`src/rtl/execute_stage_if.sv`:
```
// Bundle between the Decode/Execute register, the execute stage and the ExecuteMemory register.
// master = decode/memory side of the pipeline; slave = the execute stage itself.
interface execute_stage_if #(
  parameter int WIDTH = 16
);
  logic             flush;
  logic             in_valid;
  logic [2:0]       aluop;
  logic [WIDTH-1:0] srcA;
  logic [WIDTH-1:0] srcB;
  logic [WIDTH-1:0] memData_in;
  logic             wbs_in;
  logic             wme_in;
  logic             wm_in;
  logic             ni_in;
  logic [1:0]       mm_in;

  logic             stall;
  logic             out_valid;
  logic [WIDTH-1:0] ALUresult_out;
  logic [WIDTH-1:0] memData_out;
  logic             wbs_out;
  logic             wme_out;
  logic             wm_out;
  logic             ni_out;
  logic [1:0]       mm_out;
  logic             zero_out;

  modport master (
    output flush, in_valid, aluop, srcA, srcB, memData_in,
           wbs_in, wme_in, wm_in, ni_in, mm_in,
    input  stall, out_valid, ALUresult_out, memData_out,
           wbs_out, wme_out, wm_out, ni_out, mm_out, zero_out
  );

  modport slave (
    input  flush, in_valid, aluop, srcA, srcB, memData_in,
           wbs_in, wme_in, wm_in, ni_in, mm_in,
    output stall, out_valid, ALUresult_out, memData_out,
           wbs_out, wme_out, wm_out, ni_out, mm_out, zero_out
  );
endinterface

```
`src/rtl/execute_stage.sv`:
```
// Execute stage: ALU ops registered in 1 clock; mul/divu run 16 iterative steps, result 17 cycles after presentation.
// Backpressure: stall holds the Decode/Execute register while mul/divu is pending; flush and rst kill work in flight.
module execute_stage #(
  parameter int WIDTH = 16
) (
  input logic            clk,
  input logic            rst,
  execute_stage_if.slave ex_if
);
  localparam int            CW   = $clog2(WIDTH);
  localparam logic [CW-1:0] LAST = CW'(WIDTH - 1);

  typedef enum logic {IDLE, BUSY} state_t;

  state_t           state_q, state_d;
  logic [CW-1:0]    count_q, count_d;
  logic             is_div_q, is_div_d;
  logic [WIDTH-1:0] opa_q, opa_d;   // mul: shifting multiplicand; divu: dividend becoming quotient
  logic [WIDTH-1:0] opb_q, opb_d;   // mul: shifting multiplier;   divu: divisor
  logic [WIDTH-1:0] acc_q, acc_d;   // mul: partial product;       divu: remainder
  logic [WIDTH-1:0] mdat_q, mdat_d;
  logic [3:0]       ctl_q, ctl_d;   // {wbs, wme, wm, ni}
  logic [1:0]       mm_q, mm_d;

  logic             out_vld_q, out_vld_d;
  logic [WIDTH-1:0] res_dat_q, res_dat_d;
  logic [WIDTH-1:0] out_mdat_q, out_mdat_d;
  logic [3:0]       out_ctl_q, out_ctl_d;
  logic [1:0]       out_mm_q, out_mm_d;
  logic             zero_q, zero_d;

  logic             is_multi;
  logic [WIDTH-1:0] alu_res;
  logic [WIDTH-1:0] prod_nx, quot_nx, rem_nx;
  logic [WIDTH:0]   rem_sh;
  logic             rem_ge;

  assign is_multi = (ex_if.aluop[2:1] == 2'b11);

  always_comb begin
    alu_res = '0;
    case (ex_if.aluop)
      3'b000:  alu_res = ex_if.srcA + ex_if.srcB;
      3'b001:  alu_res = ex_if.srcA - ex_if.srcB;
      3'b010:  alu_res = ex_if.srcA & ex_if.srcB;
      3'b011:  alu_res = ex_if.srcA | ex_if.srcB;
      3'b100:  alu_res = ex_if.srcA << ex_if.srcB[3:0];
      3'b101:  alu_res = ex_if.srcA >> ex_if.srcB[3:0];
      default: alu_res = '0;
    endcase
  end

  // A zero divisor always satisfies rem >= divisor, so the quotient saturates to all ones.
  always_comb begin
    prod_nx = acc_q + (opb_q[0] ? opa_q : '0);
    rem_sh  = {acc_q, opa_q[WIDTH-1]};
    rem_ge  = (rem_sh >= {1'b0, opb_q});
    rem_nx  = rem_ge ? WIDTH'(rem_sh - {1'b0, opb_q}) : rem_sh[WIDTH-1:0];
    quot_nx = {opa_q[WIDTH-2:0], rem_ge};
  end

  always_comb begin
    state_d    = state_q;
    count_d    = count_q;
    is_div_d   = is_div_q;
    opa_d      = opa_q;
    opb_d      = opb_q;
    acc_d      = acc_q;
    mdat_d     = mdat_q;
    ctl_d      = ctl_q;
    mm_d       = mm_q;
    out_vld_d  = 1'b0;
    res_dat_d  = '0;
    out_mdat_d = '0;
    out_ctl_d  = '0;
    out_mm_d   = '0;
    if (ex_if.flush) begin
      state_d = IDLE;
      count_d = '0;
    end else begin
      case (state_q)
        IDLE: begin
          if (ex_if.in_valid && is_multi) begin
            state_d  = BUSY;
            count_d  = '0;
            is_div_d = ex_if.aluop[0];
            opa_d    = ex_if.srcA;
            opb_d    = ex_if.srcB;
            acc_d    = '0;
            mdat_d   = ex_if.memData_in;
            ctl_d    = {ex_if.wbs_in, ex_if.wme_in, ex_if.wm_in, ex_if.ni_in};
            mm_d     = ex_if.mm_in;
          end else if (ex_if.in_valid) begin
            out_vld_d  = 1'b1;
            res_dat_d  = alu_res;
            out_mdat_d = ex_if.memData_in;
            out_ctl_d  = {ex_if.wbs_in, ex_if.wme_in, ex_if.wm_in, ex_if.ni_in};
            out_mm_d   = ex_if.mm_in;
          end
        end
        BUSY: begin
          count_d = count_q + CW'(1);
          if (is_div_q) begin
            acc_d = rem_nx;
            opa_d = quot_nx;
          end else begin
            acc_d = prod_nx;
            opa_d = opa_q << 1;
            opb_d = opb_q >> 1;
          end
          if (count_q == LAST) begin
            state_d    = IDLE;
            count_d    = '0;
            out_vld_d  = 1'b1;
            res_dat_d  = is_div_q ? quot_nx : prod_nx;
            out_mdat_d = mdat_q;
            out_ctl_d  = ctl_q;
            out_mm_d   = mm_q;
          end
        end
        default: state_d = IDLE;
      endcase
    end
  end

  assign zero_d = out_vld_d & (res_dat_d == '0);

  always_ff @(posedge clk) begin
    if (rst) begin
      state_q    <= IDLE;
      count_q    <= '0;
      is_div_q   <= 1'b0;
      opa_q      <= '0;
      opb_q      <= '0;
      acc_q      <= '0;
      mdat_q     <= '0;
      ctl_q      <= '0;
      mm_q       <= '0;
      out_vld_q  <= 1'b0;
      res_dat_q  <= '0;
      out_mdat_q <= '0;
      out_ctl_q  <= '0;
      out_mm_q   <= '0;
      zero_q     <= 1'b0;
    end else begin
      state_q    <= state_d;
      count_q    <= count_d;
      is_div_q   <= is_div_d;
      opa_q      <= opa_d;
      opb_q      <= opb_d;
      acc_q      <= acc_d;
      mdat_q     <= mdat_d;
      ctl_q      <= ctl_d;
      mm_q       <= mm_d;
      out_vld_q  <= out_vld_d;
      res_dat_q  <= res_dat_d;
      out_mdat_q <= out_mdat_d;
      out_ctl_q  <= out_ctl_d;
      out_mm_q   <= out_mm_d;
      zero_q     <= zero_d;
    end
  end

  assign ex_if.stall = ~ex_if.flush & ~rst &
                       (((state_q == IDLE) & ex_if.in_valid & is_multi) |
                        ((state_q == BUSY) & (count_q != LAST)));

  assign ex_if.out_valid     = out_vld_q;
  assign ex_if.ALUresult_out = res_dat_q;
  assign ex_if.memData_out   = out_mdat_q;
  assign ex_if.wbs_out       = out_ctl_q[3];
  assign ex_if.wme_out       = out_ctl_q[2];
  assign ex_if.wm_out        = out_ctl_q[1];
  assign ex_if.ni_out        = out_ctl_q[0];
  assign ex_if.mm_out        = out_mm_q;
  assign ex_if.zero_out      = zero_q;
endmodule
```
`src/flat_wrapper.sv`:
```
// flat-port wrapper written by rule: the top's interface ports become plain ports
module execute_stage_flat 
#(
  parameter int WIDTH = 16
)
  (clk, rst, ex_if_flush, ex_if_in_valid, ex_if_aluop, ex_if_srcA, ex_if_srcB, ex_if_memData_in, ex_if_wbs_in, ex_if_wme_in, ex_if_wm_in, ex_if_ni_in, ex_if_mm_in, ex_if_stall, ex_if_out_valid, ex_if_ALUresult_out, ex_if_memData_out, ex_if_wbs_out, ex_if_wme_out, ex_if_wm_out, ex_if_ni_out, ex_if_mm_out, ex_if_zero_out);
  execute_stage_if #(.WIDTH(WIDTH)) ex_if_i ();
  input logic clk;
  input logic rst;
  input wire logic [$bits(ex_if_i.flush)-1:0] ex_if_flush;
  input wire logic [$bits(ex_if_i.in_valid)-1:0] ex_if_in_valid;
  input wire logic [$bits(ex_if_i.aluop)-1:0] ex_if_aluop;
  input wire logic [$bits(ex_if_i.srcA)-1:0] ex_if_srcA;
  input wire logic [$bits(ex_if_i.srcB)-1:0] ex_if_srcB;
  input wire logic [$bits(ex_if_i.memData_in)-1:0] ex_if_memData_in;
  input wire logic [$bits(ex_if_i.wbs_in)-1:0] ex_if_wbs_in;
  input wire logic [$bits(ex_if_i.wme_in)-1:0] ex_if_wme_in;
  input wire logic [$bits(ex_if_i.wm_in)-1:0] ex_if_wm_in;
  input wire logic [$bits(ex_if_i.ni_in)-1:0] ex_if_ni_in;
  input wire logic [$bits(ex_if_i.mm_in)-1:0] ex_if_mm_in;
  output wire logic [$bits(ex_if_i.stall)-1:0] ex_if_stall;
  output wire logic [$bits(ex_if_i.out_valid)-1:0] ex_if_out_valid;
  output wire logic [$bits(ex_if_i.ALUresult_out)-1:0] ex_if_ALUresult_out;
  output wire logic [$bits(ex_if_i.memData_out)-1:0] ex_if_memData_out;
  output wire logic [$bits(ex_if_i.wbs_out)-1:0] ex_if_wbs_out;
  output wire logic [$bits(ex_if_i.wme_out)-1:0] ex_if_wme_out;
  output wire logic [$bits(ex_if_i.wm_out)-1:0] ex_if_wm_out;
  output wire logic [$bits(ex_if_i.ni_out)-1:0] ex_if_ni_out;
  output wire logic [$bits(ex_if_i.mm_out)-1:0] ex_if_mm_out;
  output wire logic [$bits(ex_if_i.zero_out)-1:0] ex_if_zero_out;
  assign ex_if_i.flush = ex_if_flush;
  assign ex_if_i.in_valid = ex_if_in_valid;
  assign ex_if_i.aluop = ex_if_aluop;
  assign ex_if_i.srcA = ex_if_srcA;
  assign ex_if_i.srcB = ex_if_srcB;
  assign ex_if_i.memData_in = ex_if_memData_in;
  assign ex_if_i.wbs_in = ex_if_wbs_in;
  assign ex_if_i.wme_in = ex_if_wme_in;
  assign ex_if_i.wm_in = ex_if_wm_in;
  assign ex_if_i.ni_in = ex_if_ni_in;
  assign ex_if_i.mm_in = ex_if_mm_in;
  assign ex_if_stall = ex_if_i.stall;
  assign ex_if_out_valid = ex_if_i.out_valid;
  assign ex_if_ALUresult_out = ex_if_i.ALUresult_out;
  assign ex_if_memData_out = ex_if_i.memData_out;
  assign ex_if_wbs_out = ex_if_i.wbs_out;
  assign ex_if_wme_out = ex_if_i.wme_out;
  assign ex_if_wm_out = ex_if_i.wm_out;
  assign ex_if_ni_out = ex_if_i.ni_out;
  assign ex_if_mm_out = ex_if_i.mm_out;
  assign ex_if_zero_out = ex_if_i.zero_out;
  execute_stage #(.WIDTH(WIDTH)) u_core (.clk(clk), .rst(rst), .ex_if(ex_if_i));
endmodule
```
`config.mk`:
```
export PLATFORM = sky130hd
export DESIGN_NAME = execute_stage_flat
export DESIGN_NICKNAME = d
export VERILOG_FILES = /design/src/rtl/execute_stage_if.sv /design/src/rtl/execute_stage.sv /design/src/flat_wrapper.sv
export SDC_FILE = /design/constraint.sdc
export NUM_CORES = 1
export LEC_CHECK = 0
export BUFFER_PORTS_ARGS = -buffer_cell sky130_fd_sc_hd__buf_4
export CAP_MARGIN = 20
export CORE_MARGIN = 2
export CORE_UTILIZATION = 51
export CTS_CLUSTER_SIZE = 28
export DETAILED_ROUTE_END_ITERATION = 16
export PLACE_DENSITY = 0.73
export SLEW_MARGIN = 10
export SYNTH_ARGS = -nofsm -noshare
export SYNTH_HDL_FRONTEND = slang
export SYNTH_SLANG_ARGS = --single-unit
```
`constraint.sdc`:
```
create_clock -name clk -period 4 [get_ports clk]
set_clock_uncertainty 0.1 [all_clocks]
set_input_delay 0.4 -clock clk [delete_from_list [all_inputs] [get_ports clk]]
set_output_delay 0.4 -clock clk [all_outputs]
set_load 0.01 [all_outputs]
```
Word-level counts from Yosys, hierarchy flattened
Index checks and enable logic that the tools add are counted.
{ "classes": {"shift": 2, "bitwise_logic": 12, "magnitude_cmp": 1, "reduce_logical": 7, "addsub": 5, "muxes": 41, "n_eq_ne": 10} }
{ "op_table": {"columns": ["cell", "n"], "rows": [
  ["$mux 16", 15],
  ["$pmux 16 s2", 5],
  ["$pmux 16 s6", 1],
  ["$add 16x16->16", 2],
  ["$sub 16x16->16", 2],
  ["$mux 4", 5],
  ["$ge 17x16->1", 1],
  ["$and 16x16->16", 1],
  ["$logic_not 16->1", 1],
  ["$or 16x16->16", 1],
  ["$pmux 4 s2", 2],
  ["$shl 16x4->16", 1],
  ["$shr 16x4->16", 1],
  ["$mux 1", 7],
  ["$and 1x1->1", 6],
  ["$eq 3x2->1 const B", 2],
  ["$eq 3x3->1 const B", 2],
  ["$mux 2", 3],
  ["$reduce_and 3->1", 2],
  ["$add 4x1->4 const B", 1],
  ["$eq 4x4->1 const B", 1],
  ["$ne 4x4->1 const B", 1],
  ["$pmux 1 s2", 2],
  ["$pmux 2 s2", 1],
  ["10 further kinds", 12]
]} }
{ "totals": {"input_bits": 61, "register_bits": 116, "word_cells": 93, "output_inout_bits": 41} }

Logic depth before layout (Yosys ltp)
{ "depth": {"ltp_word": 8, "depth_mapped": 20} }

Worst setup path after synthesis
Ideal clock, no wire load.
{ "synth_timing": {"path_kind": "in2reg", "start": "in ex_if_srcB[1]", "end": "reg u_core.zero_q (netlist: u_core.ex_if.zero_out)", "cell_stages": 19, "path_buffers": 3, "setup_slack_ns": -0.380, "arrival_ns": 4.156, "path_cell_list": "clkbuf_8 > inv_1 > clkbuf_1 > clkbuf_1 > ha_1 > nand3_1 > or2_2 > o41ai_1 > xor2_1 > ha_1 > nand2_1 > nor2_1 > o2bb2ai_1 > a311oi_1 > or4b_2 > a31oi_1 > o21ai_0 > nand3_1 > nor4_2"} }
{ "synth_between": {"elab_chain_cells": 8, "elab_cells_between_ends": 13} }
{ "synth_lines": {"columns": ["element", "line_no", "source"], "rows": [
  ["start: declaration", "flat_wrapper.sv:14", "input wire logic [$bits(ex_if_i.srcB)-1:0] ex_if_srcB;"],
  ["$sub 16x16->16, or another cell as far along", "execute_stage.sv:44", "3'b001: alu_res = ex_if.srcA - ex_if.srcB;"],
  ["$pmux 16 s6 *", "execute_stage.sv:42", "case (ex_if.aluop)"],
  ["$mux 16 *", "execute_stage.sv:93", "end else if (ex_if.in_valid) begin"],
  ["$mux 16 *", "execute_stage.sv:83", "if (ex_if.in_valid && is_multi) begin"],
  ["$pmux 16 s2 *", "execute_stage.sv:81", "case (state_q)"],
  ["$mux 16 *", "execute_stage.sv:77", "if (ex_if.flush) begin"],
  ["$logic_not 16->1 *", "execute_stage.sv:126", "assign zero_d = out_vld_d & (res_dat_d == '0);"],
  ["$and 1x1->1 *", "execute_stage.sv:126", null],
  ["end signal: assignment", "execute_stage.sv:160", "zero_q <= zero_d;"],
  ["end: declaration", "execute_stage.sv:30", "logic zero_q, zero_d;"]
]} }
Mark *: on every way between the ends. The rest lies on a longest branch, timed or not.
A chain may end at the register's enable or synchronous reset.

Worst setup path in the final report
{ "layout_timing": {"start": "reg u_core.opb_q[0]", "end": "reg u_core.zero_q (netlist: u_core.ex_if.zero_out)"} }
{ "layout_between": {"elab_chain_cells": 8, "elab_cells_between_ends": 9} }
{ "layout_lines": {"columns": ["element", "line_no", "source"], "rows": [
  ["start: declaration", "execute_stage.sv:19", "logic [WIDTH-1:0] opb_q, opb_d;"],
  ["start signal: assignment", "execute_stage.sv:150", "opb_q <= opb_d;"],
  ["$mux 16", "execute_stage.sv:55", "prod_nx = acc_q + (opb_q[0] ? opa_q : '0);"],
  ["$add 16x16->16", "execute_stage.sv:55", null],
  ["$mux 16 *", "execute_stage.sv:115", "res_dat_d = is_div_q ? quot_nx : prod_nx;"],
  ["$mux 16 *", "execute_stage.sv:111", "if (count_q == LAST) begin"],
  ["$pmux 16 s2 *", "execute_stage.sv:81", null],
  ["$mux 16 *", "execute_stage.sv:77", null],
  ["$logic_not 16->1 *", "execute_stage.sv:126", null],
  ["$and 1x1->1 *", "execute_stage.sv:126", null]
]} }
Marks and branches as above.

==> flow_summary.toml <==
[logic_synthesis]
synthArstFlopShare_pct = 0
yosys.area_share.simple_pct = 20.5
synth_compound_area_share_pct = 22.6
ys_seq_area_share_pct = 24.0
synthFlopType = "dfxtp_1"
syn_nets = 1317
synthAdderAreaFrac_pct = 8.78
synthMuxAreaShare_pct = 13.6
synth_warnings = 0
synth_xor_area_share_pct = 4.39
syn_area_um2 = 9690
synth.avg_cell_area_um2 = 8.07
ys_types = 92
synth-seq-cells = 116
synth_edf_count = 0
synth_top_family_by_area = "compound AO/OA/AOI/OAI gates"
syn_inst = 1201

[sta]
min_period_ns = 3.69
worst_pin_slew_ns = 0.988
maxSlewHeadroom_pct = 34.0
tns_ns = 0
rsz0062_at_grt = "no"
maxSlewViolCount = 0
hold_violations = 0
setup_viol = 0
max_freq_mhz = 271
layout_worst_path_cycle_share_pct = 92.4

[clocking]
htree_levels = 4
cts_resized = 0
clock_path_buffers = 2
cts_setup_buffers = 0
cts_tree = "done"
worstSkewPairLatency_ns = 0.43
cts_buffers = 17
clockRootBuffer = "clkbuf_16"
hold_buffers = 0
cts.sinks = 116
cts.clk_slew.worst_paths_ns = 0.06

[floorplanning]
core_um2 = 18700
ios = 102
die-width_um = 142
die_h_um = 142
start_util_pct = 51.8
die-area_um2 = 20100
fp-row-count = 50

[routing]
top_layer_used = "met4"
routed_via_density = 6.37
ant_nets = 0
wl_per_cell_um = 21.5
wl_met1_mm = 14.3
drt-initial-drc-count = 850
vias = 9715
wirelength_mm = 32.9
route.detailed.drc = 0
drt_pre_antenna_iters = 5
wl_met2_mm = 14.4
wl_met3_mm = 3.03

[placement]
io_buffers = 101
gp_congestion = 1.03
hpwlAfterDp_mm = 24.3
dp_cells = 1492

[layout]
layout-drive-gt1-share_pct = 18.9
area.sequential_um2 = 2330
instances_no_fill = 1525
syn_to_final_growth_pct = 15.5
diodes = 0
multi_input_area_um2 = 6790
nets = 1394
fillers = 1704

[worst_setup_path]
worst-setup-path-type = "reg2reg"
cp-start-kind = "flop"
worstPathRequired_ns = 4.23
arrival_ns = 3.93
path_max_fanout = 10
worstSetupEndpointType = "flop"

[global_route]
grt_max_degree = 83
antenna_found_initial = 0
grt_pass1_wl_mm = 50.1
grt_pass1_vias = 8984
grt_overflow = 0
grt_usage_pct = 32.3

[min_path]
hold_class = "in2reg"

[power_and_ir_drop]
p_total_mw = 3.74
p_leak_nw = 4.49
peakVddDrop_uv = 256
p_per_area_nw_per_um2 = 334

[run_status]
status = "complete, no violations"

[job]
drv_cap = 0
cells in the mapped netlist, drive strengths merged (17+ instances only):
cell	n	area share (%)
and2	25	1.6
a211oi	55	4.3
nor2	131	5.1
a21oi	109	5.6
mux2i	75	7.9
o21ai	40	2.1
nand3	25	1.3
a31oi	17	1.1
nand2	113	4.4
buf	17	1.3
xnor2	31	2.8
ha	52	6.7
dfxtp	116	24
clkbuf	62	3.3
nor3	23	1.2
mux2	22	2.6
inv	34	1.3
final cells by class:
type / count / share of cell area, %
clock buffer: 17 / 3.80
sequential: 116 / 20.8
multi-input combinational: 969 / 60.6
timing repair buffer: 139 / 9.39
tap: 234 / 2.62
inverter: 35 / 1.17
clock inverter: 15 / 1.61
flip-flops by register name, summed over array words and instances (netlist names):
| register | flops |
|---|---|
| u_core.out_ctl_q | 4 |
| u_core.ex_if.mm_out | 2 |
| u_core.acc_q | 16 |
| u_core.ex_if.zero_out | 1 |
| u_core.ex_if.memData_out | 16 |
| u_core.state_q | 1 |
| u_core.is_div_q | 1 |
| u_core.ex_if.out_valid | 1 |
| u_core.opb_q | 16 |
| u_core.ctl_q | 4 |
| u_core.ex_if.ALUresult_out | 16 |
| u_core.count_q | 4 |
| u_core.mdat_q | 16 |
| u_core.opa_q | 16 |
| u_core.mm_q | 2 |
placed cells by master, fill, tap and decap left out, types with 33 or more instances in the layout:
cell type    n
inv_1       33
nand2_1    113
mux2i_1     74
dfxtp_1    114
a21oi_1    108
nor2_1     127
a211oi_1    53
o21ai_0     38
buf_4      138
ha_1        52
routing by layer:
layer / GRT usage (%) / up-vias
li1: - / 4569
met1: 44.7 / 4585
met2: 49.2 / 487
met3: 6.38 / 74
met4: 13.6 / 0
met5: 0 / -
metrics by stage:
| stage | setup slack [ns] | util (%) | area [um^2] | hold slack [ns] |
|---|---|---|---|---|
| after floorplan | 0.00337 | - | 9710 | 0.336 |
| after CTS | 0.338 | 59.7 | 11200 | 0.112 |
| after global placement | -0.0155 | 56.5 | 10600 | 0.341 |
| after detailed placement | -0.0383 | 56.5 | 10600 | 0.348 |
| after global routing | 0.0457 | 59.9 | 11200 | 0.115 |
| final | 0.305 | 59.9 | 11200 | 0.114 |
cells by family (layout without fill, tap and decap cells):
logic type                 Yosys count  after routing
AOI/OAI and AO/OA                  330            330
xor gates and xnor gates            47             47
adders and majority gates           69             69
buffers and inverters              116            206
DFF                                116            116
muxes                              110            110
and+or+nand+nor                    413            413
final timing paths:
kind                                            from                           end  slack [ns]  cells after the start
worst max-delay path                 u_core.opb_q[0]         u_core.ex_if.zero_out        0.31                     12
worst min-delay path            ex_if_memData_in[14]  u_core.ex_if.memData_out[14]        0.11                      3
worst max register to register       u_core.opb_q[0]         u_core.ex_if.zero_out        0.31                     12
worst min register to register       u_core.ctl_q[3]               u_core.ctl_q[3]        0.36                      2
critical path, cell delays in order (launching register included):
cell and delay (ns):
dfxtp_1 0.42, and2_1 0.21, ha_1 0.25, fa_1 0.46, a211oi_1 0.28, o21ai_0 0.21
nand4_1 0.16, a21oi_1 0.13, a221oi_1 0.48, mux2_2 0.40, o211ai_1 0.22, nand3_1 0.11
nor4_2 0.15
report_power, final:
| part | switching, mW | internal, mW | leakage (nW) |
|---|---|---|---|
| clock network | 0.645 | 0.947 | 0.297 |
| registers | 0.0266 | 1.19 | 0.941 |
| logic | 0.538 | 0.396 | 3.26 |
Note: power is estimated with default switching activity, not from simulation.
